$ cat src/rtl/ahb_uram_bridge_if.sv
// ahb_uram_bridge_if: AHB-Lite slave bus plus right-justified SRAM port for the bridge
// Ports (signals): HSEL/HADDR/HTRANS/HWRITE/HSIZE/HWDATA/HREADY from the AHB master,
// HREADYOUT/HRESP/HRDATA back to it; ram_en/ram_we/ram_addr/ram_wdata to the SRAM,
// ram_rdata from it. slave modport is the bridge side, master modport the environment side.
interface ahb_uram_bridge_if #(parameter int ADDR_W = 8);
  logic              HSEL;
  logic [31:0]       HADDR;
  logic [1:0]        HTRANS;
  logic              HWRITE;
  logic [2:0]        HSIZE;
  logic [31:0]       HWDATA;
  logic              HREADY;
  logic              HREADYOUT;
  logic              HRESP;
  logic [31:0]       HRDATA;
  logic [3:0]        ram_en;
  logic              ram_we;
  logic [ADDR_W-1:0] ram_addr;
  logic [31:0]       ram_wdata;
  logic [31:0]       ram_rdata;
  modport slave (
    input  HSEL, HADDR, HTRANS, HWRITE, HSIZE, HWDATA, HREADY, ram_rdata,
    output HREADYOUT, HRESP, HRDATA, ram_en, ram_we, ram_addr, ram_wdata
  );
  modport master (
    output HSEL, HADDR, HTRANS, HWRITE, HSIZE, HWDATA, HREADY, ram_rdata,
    input  HREADYOUT, HRESP, HRDATA, ram_en, ram_we, ram_addr, ram_wdata
  );
endinterface

$ cat src/rtl/ahb_uram_bridge.sv
// ahb_uram_bridge: AHB-Lite slave driving a byte/half/word right-justified SRAM port
// Ports: clka clock, rsta synchronous active-high reset, bus (slave modport) carrying
// the AHB address/data phase signals and the SRAM size code, strobe, address and data.
module ahb_uram_bridge #(parameter int ADDR_W = 8) (
  input logic              clka,
  input logic              rsta,
  ahb_uram_bridge_if.slave bus
);
  localparam logic [2:0] IDLE = 3'd0, WR = 3'd1, RD1 = 3'd2, RD2 = 3'd3, ERR1 = 3'd4, ERR2 = 3'd5;
  logic [2:0]        state, state_n;
  logic [3:0]        en_q;
  logic [ADDR_W-1:0] addr_q;
  logic [31:0]       wdata_q, rdata_q, wdata, rdata, mask;
  logic [4:0]        sh;
  logic              rdy, cap, bad;
  always_comb begin
    rdy     = state == IDLE || state == WR || state == RD2 || state == ERR2;
    cap     = bus.HSEL & bus.HTRANS[1] & bus.HREADY & rdy;
    bad     = bus.HSIZE > 3'd2 || (bus.HSIZE == 3'd1 && bus.HADDR[0]) ||
              (bus.HSIZE == 3'd2 && bus.HADDR[1:0] != 2'b00);
    state_n = state == RD1 ? RD2 : state == ERR1 ? ERR2 : !cap ? IDLE :
              bad ? ERR1 : bus.HWRITE ? WR : RD1;
    // size code doubles as a byte-lane mask for the right-justified side
    mask    = {{8{en_q[3]}}, {8{en_q[2]}}, {8{en_q[1]}}, {8{en_q[0]}}};
    sh      = {addr_q[1:0], 3'b000};
    wdata   = state == WR ? (bus.HWDATA >> sh) & mask : wdata_q;
    rdata   = state == RD2 ? (bus.ram_rdata & mask) << sh : rdata_q;
  end
  assign bus.HREADYOUT = state != RD1 && state != ERR1;
  assign bus.HRESP     = state == ERR1 || state == ERR2;
  // gating with rsta drops a write whose commit edge coincides with reset
  assign bus.ram_we    = state == WR && !rsta;
  assign bus.ram_en    = en_q;
  assign bus.ram_addr  = addr_q;
  assign bus.ram_wdata = wdata;
  assign bus.HRDATA    = rdata;
  always_ff @(posedge clka) begin
    if (rsta) begin
      state   <= IDLE;
      en_q    <= 4'b1111;
      addr_q  <= '0;
      wdata_q <= '0;
      rdata_q <= '0;
    end else begin
      state   <= state_n;
      wdata_q <= wdata;
      rdata_q <= rdata;
      if (cap && !bad) begin
        addr_q <= bus.HADDR[ADDR_W-1:0];
        en_q   <= bus.HSIZE == 3'd0 ? 4'b0001 : bus.HSIZE == 3'd1 ? 4'b0011 : 4'b1111;
      end
    end
  end
endmodule

$ cat src/flat_wrapper.sv
// flat-port wrapper written by rule: the top's interface ports become plain ports
module ahb_uram_bridge_flat 
#(parameter int ADDR_W = 8)
  (clka, rsta, bus_HSEL, bus_HADDR, bus_HTRANS, bus_HWRITE, bus_HSIZE, bus_HWDATA, bus_HREADY, bus_ram_rdata, bus_HREADYOUT, bus_HRESP, bus_HRDATA, bus_ram_en, bus_ram_we, bus_ram_addr, bus_ram_wdata);
  ahb_uram_bridge_if #(.ADDR_W(ADDR_W)) bus_i ();
  input logic clka;
  input logic rsta;
  input wire logic [$bits(bus_i.HSEL)-1:0] bus_HSEL;
  input wire logic [$bits(bus_i.HADDR)-1:0] bus_HADDR;
  input wire logic [$bits(bus_i.HTRANS)-1:0] bus_HTRANS;
  input wire logic [$bits(bus_i.HWRITE)-1:0] bus_HWRITE;
  input wire logic [$bits(bus_i.HSIZE)-1:0] bus_HSIZE;
  input wire logic [$bits(bus_i.HWDATA)-1:0] bus_HWDATA;
  input wire logic [$bits(bus_i.HREADY)-1:0] bus_HREADY;
  input wire logic [$bits(bus_i.ram_rdata)-1:0] bus_ram_rdata;
  output wire logic [$bits(bus_i.HREADYOUT)-1:0] bus_HREADYOUT;
  output wire logic [$bits(bus_i.HRESP)-1:0] bus_HRESP;
  output wire logic [$bits(bus_i.HRDATA)-1:0] bus_HRDATA;
  output wire logic [$bits(bus_i.ram_en)-1:0] bus_ram_en;
  output wire logic [$bits(bus_i.ram_we)-1:0] bus_ram_we;
  output wire logic [$bits(bus_i.ram_addr)-1:0] bus_ram_addr;
  output wire logic [$bits(bus_i.ram_wdata)-1:0] bus_ram_wdata;
  assign bus_i.HSEL = bus_HSEL;
  assign bus_i.HADDR = bus_HADDR;
  assign bus_i.HTRANS = bus_HTRANS;
  assign bus_i.HWRITE = bus_HWRITE;
  assign bus_i.HSIZE = bus_HSIZE;
  assign bus_i.HWDATA = bus_HWDATA;
  assign bus_i.HREADY = bus_HREADY;
  assign bus_i.ram_rdata = bus_ram_rdata;
  assign bus_HREADYOUT = bus_i.HREADYOUT;
  assign bus_HRESP = bus_i.HRESP;
  assign bus_HRDATA = bus_i.HRDATA;
  assign bus_ram_en = bus_i.ram_en;
  assign bus_ram_we = bus_i.ram_we;
  assign bus_ram_addr = bus_i.ram_addr;
  assign bus_ram_wdata = bus_i.ram_wdata;
  ahb_uram_bridge #(.ADDR_W(ADDR_W)) u_core (.clka(clka), .rsta(rsta), .bus(bus_i));
endmodule
$ cat config.mk
export PLATFORM = sky130hd
export DESIGN_NAME = ahb_uram_bridge_flat
export DESIGN_NICKNAME = d
export VERILOG_FILES = /design/src/rtl/ahb_uram_bridge_if.sv /design/src/rtl/ahb_uram_bridge.sv /design/src/flat_wrapper.sv
export SDC_FILE = /design/constraint.sdc
export NUM_CORES = 1
export LEC_CHECK = 0
export BUFFER_PORTS_ARGS = -buffer_cell sky130_fd_sc_hd__buf_4
export CORE_MARGIN = 1.5
export CORE_UTILIZATION = 30
export CTS_CLUSTER_SIZE = 12
export DETAILED_ROUTE_END_ITERATION = 7
export HOLD_SLACK_MARGIN = 0.08
export PLACE_DENSITY = 0.66
export SLEW_MARGIN = 20
export SYNTH_ARGS = -nofsm -noshare
export SYNTH_HDL_FRONTEND = slang
export SYNTH_SLANG_ARGS = --single-unit
$ cat constraint.sdc
create_clock -name clka -period 2.3 [get_ports clka]
set_input_delay 0 -clock clka [delete_from_list [all_inputs] [get_ports clka]]
set_output_delay 0 -clock clka [all_outputs]
set_load 0.05 [all_outputs]
**Yosys cells after proc, flatten, opt, wreduce, memory -nomap -nowiden**

Index checks and enable logic that the tools add are counted.

- Latch bits: 0
- Bits in read-only memories: 0
- Memories kept: 0
- Output and inout bits: 79
- Bits of input ports: 106
- Memory bits (writable): 0
- Logic and storage cells: 49
- Flip-flop bits (word level): 79

- Shift-type cells: 2
- $mul: 0
- Bitwise operators: 5
- Multiplexer cells: 9
- Reductions and logical operators: 17
- Eq/ne operators: 9
- Divide/modulo/power cells: 0
- Add/sub/neg operators: 0
- Magnitude comparators: 1

Operators by type and width:

| kind | number |
|---|---|
| 32-bit AND | 2 |
| 32-bit two-way mux | 2 |
| 32-bit by 5-bit << shifter with 32-bit output | 1 |
| 32-bit by 5-bit >> shifter with 32-bit output | 1 |
| 3-bit by 2-bit equality test with 1-bit output, second input constant | 3 |
| 3-bit two-way mux | 3 |
| 4-bit two-way mux | 2 |
| 3-bit by 1-bit equality test with 1-bit output, second input constant | 2 |
| 3-bit equality test, second input constant | 2 |
| 3-bit zero test | 2 |
| 1-bit logical OR | 6 |
| 1-bit logical AND | 5 |
| 2-bit two-way mux | 2 |
| 1-bit AND | 3 |
| 3-bit by 2-bit > comparator with 1-bit output, second input constant | 1 |
| 3-bit by 2-bit != test with 1-bit output, second input constant | 1 |
| 3-bit != test, second input constant | 1 |
| 1-bit zero test | 2 |
| 2-bit nonzero test | 1 |
| 2-bit OR reduction | 1 |

**Longest topological paths before layout**

Gate-level depths: netlist (run 1).

- Depth after elaboration: 8
- Depth in mapped cells: 7
- Mapped depth without buffers: 4

**Worst setup path before layout (run 1)**

OpenSTA, ideal clock, no wires.

- Path type: flip-flop to flip-flop
- Start point: register u_core.addr_q[0], in the netlist u_core.bus.ram_addr[0]
- End point: register u_core.wdata_q[18]
- Slack: -0.609 ns
- Path buffers: 2
- Arrival: 2.839 ns
- Required time: 2.230 ns
- Setup time: 0.070 ns
- Stages on the path, launching flop included: 6
- Period minus slack after synthesis: 2.909 ns
- Cell sequence: dfxtp_1 -> buf_2 -> buf_1 -> mux2i_1 -> o31ai_1 -> nor2b_1

- Cells in the longest elaborated chain, start to end: 3

RTL lines:

| item | line | RTL |
|---|---|---|
| start, declared | ahb_uram_bridge.sv:12 | `logic [ADDR_W-1:0] addr_q;` |
| start signal, assigned | ahb_uram_bridge.sv:49 | `addr_q <= bus.HADDR[ADDR_W-1:0];` |
| 32-bit by 5-bit >> shifter with 32-bit output | ahb_uram_bridge.sv:26 | `wdata = state == WR ? (bus.HWDATA >> sh) & mask : wdata_q;` |
| 32-bit AND | ahb_uram_bridge.sv:26 |  |
| 32-bit two-way mux | ahb_uram_bridge.sv:26 |  |
| named net bus_ram_wdata[18] | flat_wrapper.sv:22 | `output wire logic [$bits(bus_i.ram_wdata)-1:0] bus_ram_wdata;` |
| end signal, assigned | ahb_uram_bridge.sv:46 | `wdata_q <= wdata;` |
| end, declared | ahb_uram_bridge.sv:13 | `logic [31:0] wdata_q, rdata_q, wdata, rdata, mask;` |

The timed path passes the listed nets, and every way through them passes these cells.
A chain may end at the register's enable or synchronous reset.

**Final worst setup path (run 1)**

- Start point: register u_core.state[0]
- End point: output bus_ram_wdata[18]

- Cells in the longest elaborated chain, start to end: 2

RTL lines:

| item | line | RTL |
|---|---|---|
| start, declared | ahb_uram_bridge.sv:10 | `logic [2:0] state, state_n;` |
| start signal, assigned | ahb_uram_bridge.sv:45 | `state <= state_n;` |
| 3-bit by 1-bit equality test with 1-bit output | ahb_uram_bridge.sv:26 |  |
| 32-bit two-way mux | ahb_uram_bridge.sv:26 |  |
| end, declared | flat_wrapper.sv:22 |  |

No other way between the ends.

==> results of run 1 <==
[worst register-to-register path, stage by stage, from the launching register on]
cell and delay [ns]:
dfxtp_1 0.42, or3b_2 0.54, buf_6 0.28, o31ai_2 0.38, nor2b_1 0.16
[cells in the final DEF (no fill, tap or decap), drive strengths merged, types with 2 or more instances in the layout]
master	instances
o2bb2ai	9
a21o	2
dfxtp	77
mux2i	42
nor2b	36
bufinv	3
a21oi	26
a22o	24
o21ai	16
nand2	71
nor2	24
and2b	8
mux2	8
dlygate4sd3	28
a32o	8
clkbuf	10
clkinv	2
buf	173
nand3	15
a211oi	8
nand2b	19
inv	3
and3	2
o31ai	8
nor3b	2
a31oi	7
nor3	4
[layer usage]
| metal | share of wire (%) | global-route usage (%) |
|---|---|---|
| met5 | 0 | 0 |
| met4 | 3.2 | 8.99 |
| met3 | 4.8 | 3.91 |
| met2 | 48 | 31.2 |
| met1 | 44 | 23.6 |
[power by group]
| group | total, W | switching (W) | leakage [nW] | internal (W) |
|---|---|---|---|---|
| registers | 0.00136 | 0.0000107 | 0.622 | 0.00135 |
| clock network | 0.00162 | 0.000562 | 0.163 | 0.00106 |
| logic | 0.000581 | 0.000324 | 1.84 | 0.000257 |
[per-stage QoR]
step / area [um^2] / worst slack [ns] / power (W) / hold WS (ns)
2_1_floorplan: 4130 / -0.157 / 0.00171 / 0.155
3_3_place_gp: 5490 / 0.379 / 0.00192 / 0.270
3_5_place_dp: 5490 / 0.350 / 0.00193 / 0.283
4_1_cts: 6110 / -0.00445 / 0.00360 / 0.124
5_1_grt: 6120 / 0.00932 / 0.00370 / 0.148
6_report: 6120 / 0.0917 / 0.00357 / 0.139
[kinds of logic after synthesis]
kind of cell | count (synthesis)
other | 1
flip-flops | 77
AND/OR/NAND/NOR | 184
adder cells (fa/ha/maj) | 1
AO/OA/AOI/OAI | 112
multiplexers | 50
buffers and inverters | 45
[repair_timing]
| action | 4_1_cts | 5_1_grt |
|---|---|---|
| hold buffers | 28 | 0 |
| endpoints found under the hold margin | 36 | 0 |
| cloned | 0 | 0 |
| pin swaps | 0 | 1 |
| endpoints found under the setup margin | 1 | 13 |
| buffers inserted | 0 | 1 |
| gates resized for setup | 0 | 1 |
[area by class of cell]
| class | count | area share [%] |
|---|---|---|
| timing repair buffer | 201 | 26.3 |
| inverter | 3 | 0.184 |
| multi-input combinational | 348 | 39.3 |
| tap | 172 | 3.52 |
| clock inverter | 6 | 1.82 |
| sequential | 77 | 25.2 |
| clock buffer | 10 | 3.74 |
[worst min-delay path by stage]
stage,start,to,cells after the start
CTS,bus_ram_rdata[22],u_core.rdata_q[22],4
global placement,bus_HADDR[7],u_core.bus.ram_addr[7],3
global route,bus_ram_rdata[20],u_core.rdata_q[20],4
detailed placement,bus_HADDR[7],u_core.bus.ram_addr[7],3
finish,bus_ram_rdata[22],u_core.rdata_q[22],4
floorplan,bus_HADDR[1],u_core.bus.ram_addr[1],2
[cells in the mapped netlist, drive strengths merged, types with 2 or more instances]
library cell and n:
inv 3, a32o 8, o31ai 8, clkbuf 25, nand3 15, o21ai 16, mux2i 42, a31oi 7
nor2 24, nand2b 19, a211oi 8, and2b 8, a21oi 26, o2bb2ai 9, and3 2, dfxtp 77
a22o 24, mux2 8, nor3 4, buf 17, nor2b 36, a21o 2, nor3b 2, nand2 71
[registers in the layout, indices dropped and copies added, names as in the netlist]
| register | flops |
|---|---|
| u_core.rdata_q | 32 |
| u_core.state | 3 |
| u_core.bus.ram_en | 2 |
| u_core.bus.ram_addr | 8 |
| u_core.wdata_q | 32 |
==> run metrics, run 1 <==
status=finished, final reports clean; Root Driver=clkbuf_16; final slew viol count=0; capturing point of the worst reg2reg path=u_core.wdata_q[18]; first-pass GRT wire length=21.3 mm; reg2reg path depth=4; 1st-iter DRT viols=240; RSZ-0062 raised after global routing=false; fin crit period=2.21 ns; Avg Vias per Cell=5.04; sequential fraction of the synthesis area=38.7%; CTS tree=yes; max cap viols=0; mux cell area share after synthesis=12.8%; Post-synth ARST share=0%; CP Depth=4; Critical Path AT=2.21 ns; top-level port count=185; # diodes=0; Layout area overhead=53.7%; Mapped Area=3980 um^2; Cell variety after synth=35; Power Dens Cells=583 nW/um^2; Initial Utilization=31.2%; worst-path fanout max=48; worst vdd ir=337 uV; Cells after DPL=772; Setup TNS Final=0 ns; clock transition at the registers of the reported paths=0.06 ns; crit path launch type=flip-flop; r2r setup slk=0.45 ns; reg-to-reg startpoint=u_core.state[0]; type of the most critical hold path=in -> reg; CTS max path bufs=2; total grt overflow=0; Leakage=2.62 nW; largest cells by area after synthesis=dfxtp_1, mux2i_1, nand2_1; Syn Area/Cell=8.47 um^2; syn nets=576; slowest cell delay on critical path=0.54 ns; xor and xnor area share after synthesis=0%; Die W=118 um; Routed WL per cell=16.2 um; I/O Buffers=158; Post-synth top flop=dfxtp_1; cell count after synthesis=470; Synth Area in Simple Gates=23.4%; Synth area leader=dfxtp_1; CP max-delay cell=or3b_2; critical path cell sequence=or3b_2 -> buf_6 -> o31ai_2 -> buf_4; clock sinks=77; hpwl dp=9.38 mm; number of synthesized flops with an enable pin=0; area of the multi-input gates=2400 um^2; core area=12800 um^2; share of the synthesized area in the top cell type=38.7%; row count=41; post-synthesis compound-gate area fraction=19.9%; clock buffer count from CTS=9; share of layout cells above drive strength 1=34.9%; initial antenna violation count=0; CP top delay family=simple AND/OR/NAND/NOR gates; largest net degree at the start of global routing=83; filler cell count in the final layout=1221; Yosys reg bits=77; final core utilization=47.9%; largest family of logic cells by synthesized area=simple AND/OR/NAND/NOR gates; clk_lat worst skew=0.33 ns; NumNets Final=746; crit path capture=bus_ram_wdata[18]; Worst Setup End Kind=primary output; Die H=118 um; Worst Skew=0.00720 ns; final number of setup-violating endpoints=0; area share of fa/ha/maj cells after synthesis=0.251%; Ys Warns=0; actual slew at the worst max-slew pin=0.787 ns; gr usage total=19.0%; Routability Congestion=0.916; Antenna Nets Post-Route=0; via count=4119; DRT Pass-1 Iters=5; vias in the first global route=4198; WP data required=2.30 ns; Setup crit start=u_core.state[0]; non-filler cells, final=817; H-tree depth reported by CTS=3; full die area=14000 um^2; Worst slew margin=47.5%; DRT Wirelength=13.2 mm; critical path class=reg -> out; period utilization=96.0%; fmax=0.453 GHz; register area=1540 um^2; Fin. Hold Viols=0; DRC viols=0; crit path buf inv count=2
Power figures use the tool's default switching activity.
==> run 2: changes to the inputs <==
CORE_ASPECT_RATIO = 1.25   (was not set)
==> run 2 against run 1 <==
Against the previous run:
- clock skew shrank 0.0029 ns
- cell count shrank 0.73%
- sequential share of layout area grew 0.15 points
- flip-flop and latch count is the same
- via count shrank 0.46%
- count of clock-buffer cells in the layout grew 2
- core utilization shrank 0.51 points
- critical path depth is the same
- global-route usage grew 0.31 points
- largest cell class unchanged
- largest power group unchanged
- highest routed layer unchanged
==> run metrics, run 2 (synthesized netlist as in run 1, its figures left out) <==
status=finished, final reports clean; Power Dens Cells=576 nW/um^2 (-1.1%); Avg Vias per Cell=5.06 (+0.28%); most common cell after layout, fill and taps aside=buf_4; actual slew at the worst max-slew pin=0.703 ns (-0.0839 ns); initial antenna violation count=0 (unchanged); Root Driver=clkbuf_16; Sw Share=25.4% (+0.27 points); fin crit period=2.18 ns (-0.0297 ns); Placed Area=5480 um^2 (-0.23%); critical path class=reg -> out; core area=12800 um^2 (+0.48%); Hold Crit Start=bus_ram_rdata[16]; Total Power=0.00351 W (-1.7%); I/O Buffers=158 (unchanged); H-tree depth reported by CTS=3 (unchanged); NetSw=0.000890 W (-0.66%); Die H=132 um (+12%); Initial Utilization=31.0% (-0.15 points); Leakage=2.61 nW (-0.55%); crit path launch type=flip-flop; DR WL met3=958 um (+49%); DRT Wirelength=13.4 mm (+1.4%); WL met1=5.36 mm (-7.6%); RSZ-0062 raised after global routing=false; 1st-iter DRT viols=169 (-30%); fmax=0.459 GHz (+1.4%); hpwl dp=9.46 mm (+0.91%); top-level port count=185 (unchanged); Die W=106 um (-10%); Logic pwr share=16.6% (+0.3 points); critical path cell sequence=or3b_2 -> buf_6 -> o31ai_2 -> buf_4; Setup crit start=u_core.state[0]; Top Metal Used=met4; Routed WL per cell=16.6 um (+2.1%); DRT Pass-1 Iters=4 (-1); WL met2=6.80 mm (+6.4%); CTS tree=yes; worst-path fanout max=49 (+2.1%); full die area=14000 um^2 (about the same); clk_lat worst skew=0.34 ns (about the same); DRC viols=0 (unchanged); final number of setup-violating endpoints=0 (unchanged); post-route cell area=6090 um^2 (-0.59%); reg-to-reg startpoint=u_core.state[0]; clock sinks=77 (unchanged); vias in the first global route=4176 (-0.52%); Worst slew margin=52.9% (+5.4 points); Antenna Nets Post-Route=0 (unchanged); via count=4100 (-0.46%); Flop pwr share=38.9% (+0.7 points); clock transition at the registers of the reported paths=0.06 ns (about the same); WP data required=2.30 ns (about the same); final slew viol count=0 (unchanged); clock buffer count from CTS=9 (unchanged); first-pass GRT wire length=21.3 mm (-0.23%); type of the most critical hold path=in -> reg; worst vdd ir=258 uV (-24%); most frequent cells in the layout=buf_4, dfxtp_1, nand2_1, mux2i_1, nor2b_1; # diodes=0 (unchanged); Routability Congestion=0.872 (-4.8%); CTS max path bufs=2 (unchanged); Int Pwr=0.00262 W (-2.1%); Clock power frac=44.5% (-1.0 points); Worst Skew=0.00429 ns (-0.00292 ns); largest net degree at the start of global routing=71 (-14%); slowest cell delay on critical path=0.53 ns (about the same); gr usage total=19.3% (+0.31 points); total grt overflow=0 (unchanged); Worst Setup End Kind=primary output; crit path buf inv count=2 (unchanged); register area=1540 um^2 (unchanged); Fin. Hold Viols=0 (unchanged); share of layout cells above drive strength 1=34.8% (-0.047 points); Critical Path AT=2.18 ns (-0.03 ns); filler cell count in the final layout=1196 (-2.0%); Layout area overhead=52.8%; row count=46 (+12%); area of the multi-input gates=2400 um^2 (unchanged); NumNets Final=744 (-0.27%); CP top delay family=simple AND/OR/NAND/NOR gates; period utilization=94.7% (-1.3 points); max cap viols=0 (unchanged); CP max-delay cell=or3b_2
[run 2: through the flow]
stage / worst slack (ns) / util, % / TNS (ns) / instances / hold WS, ns
6_report: 0.121 / 47.4 / 0 / 811 / 0.126
3_5_place_dp: 0.377 / 42.7 / 0 / 767 / 0.282
5_1_grt: 0.0276 / 47.4 / 0 / 811 / 0.159
3_3_place_gp: 0.411 / 42.7 / 0 / 767 / 0.271
2_1_floorplan: -0.157 / - / -0.349 / 470 / 0.155
4_1_cts: 0.0261 / 47.3 / 0 / 810 / 0.111
[run 2: path summary, 6_finish.rpt]
| path | to | slack [ns] | depth (start not counted) |
|---|---|---|---|
| worst max-delay path | bus_ram_wdata[18] | 0.12 | 4 |
| worst min-delay path | u_core.rdata_q[16] | 0.13 | 4 |
| worst max register to register | u_core.bus.ram_addr[6] | 0.40 | 5 |
| worst min register to register | u_core.rdata_q[2] | 0.46 | 2 |
[run 2: power groups by stage]
stage          registers, W  logic, W  clock network (W)
2_1_floorplan       0.00140  0.000309                  0
3_3_place_gp        0.00139  0.000534                  0
3_5_place_dp        0.00139  0.000540                  0
4_1_cts             0.00136  0.000578            0.00160
5_1_grt             0.00136  0.000616            0.00166
6_report            0.00136  0.000581            0.00156
[run 2: metal layers]
metal	global-route usage, %	vias up
met3	4.89	22
met2	34.6	165
li1	-	1996
met5	0	-
met4	8.11	0
met1	21.3	1917
[run 2: area by class of cell]
type	count	area share [%]
Multi-Input combinational cell	348	39.5
Clock buffer	12	4.21
Inverter	3	0.185
Timing Repair Buffer	199	26.1
Clock inverter	4	1.15
Sequential cell	77	25.4
Tap cell	168	3.45
[run 2: worst reg2reg max path, cell delays in order (launching register included)]
cell     delay (ns)
dfxtp_1        0.43
inv_1          0.11
maj3_1         0.37
nor3b_2        0.44
buf_4          0.28
mux2i_1        0.20
[run 2: what timing repair did]
item,CTS,global route
setup endpoints to repair,0,15
setup buffers,0,1
hold buffers,27,0
resized for setup,0,1
endpoints found under the hold margin,36,0
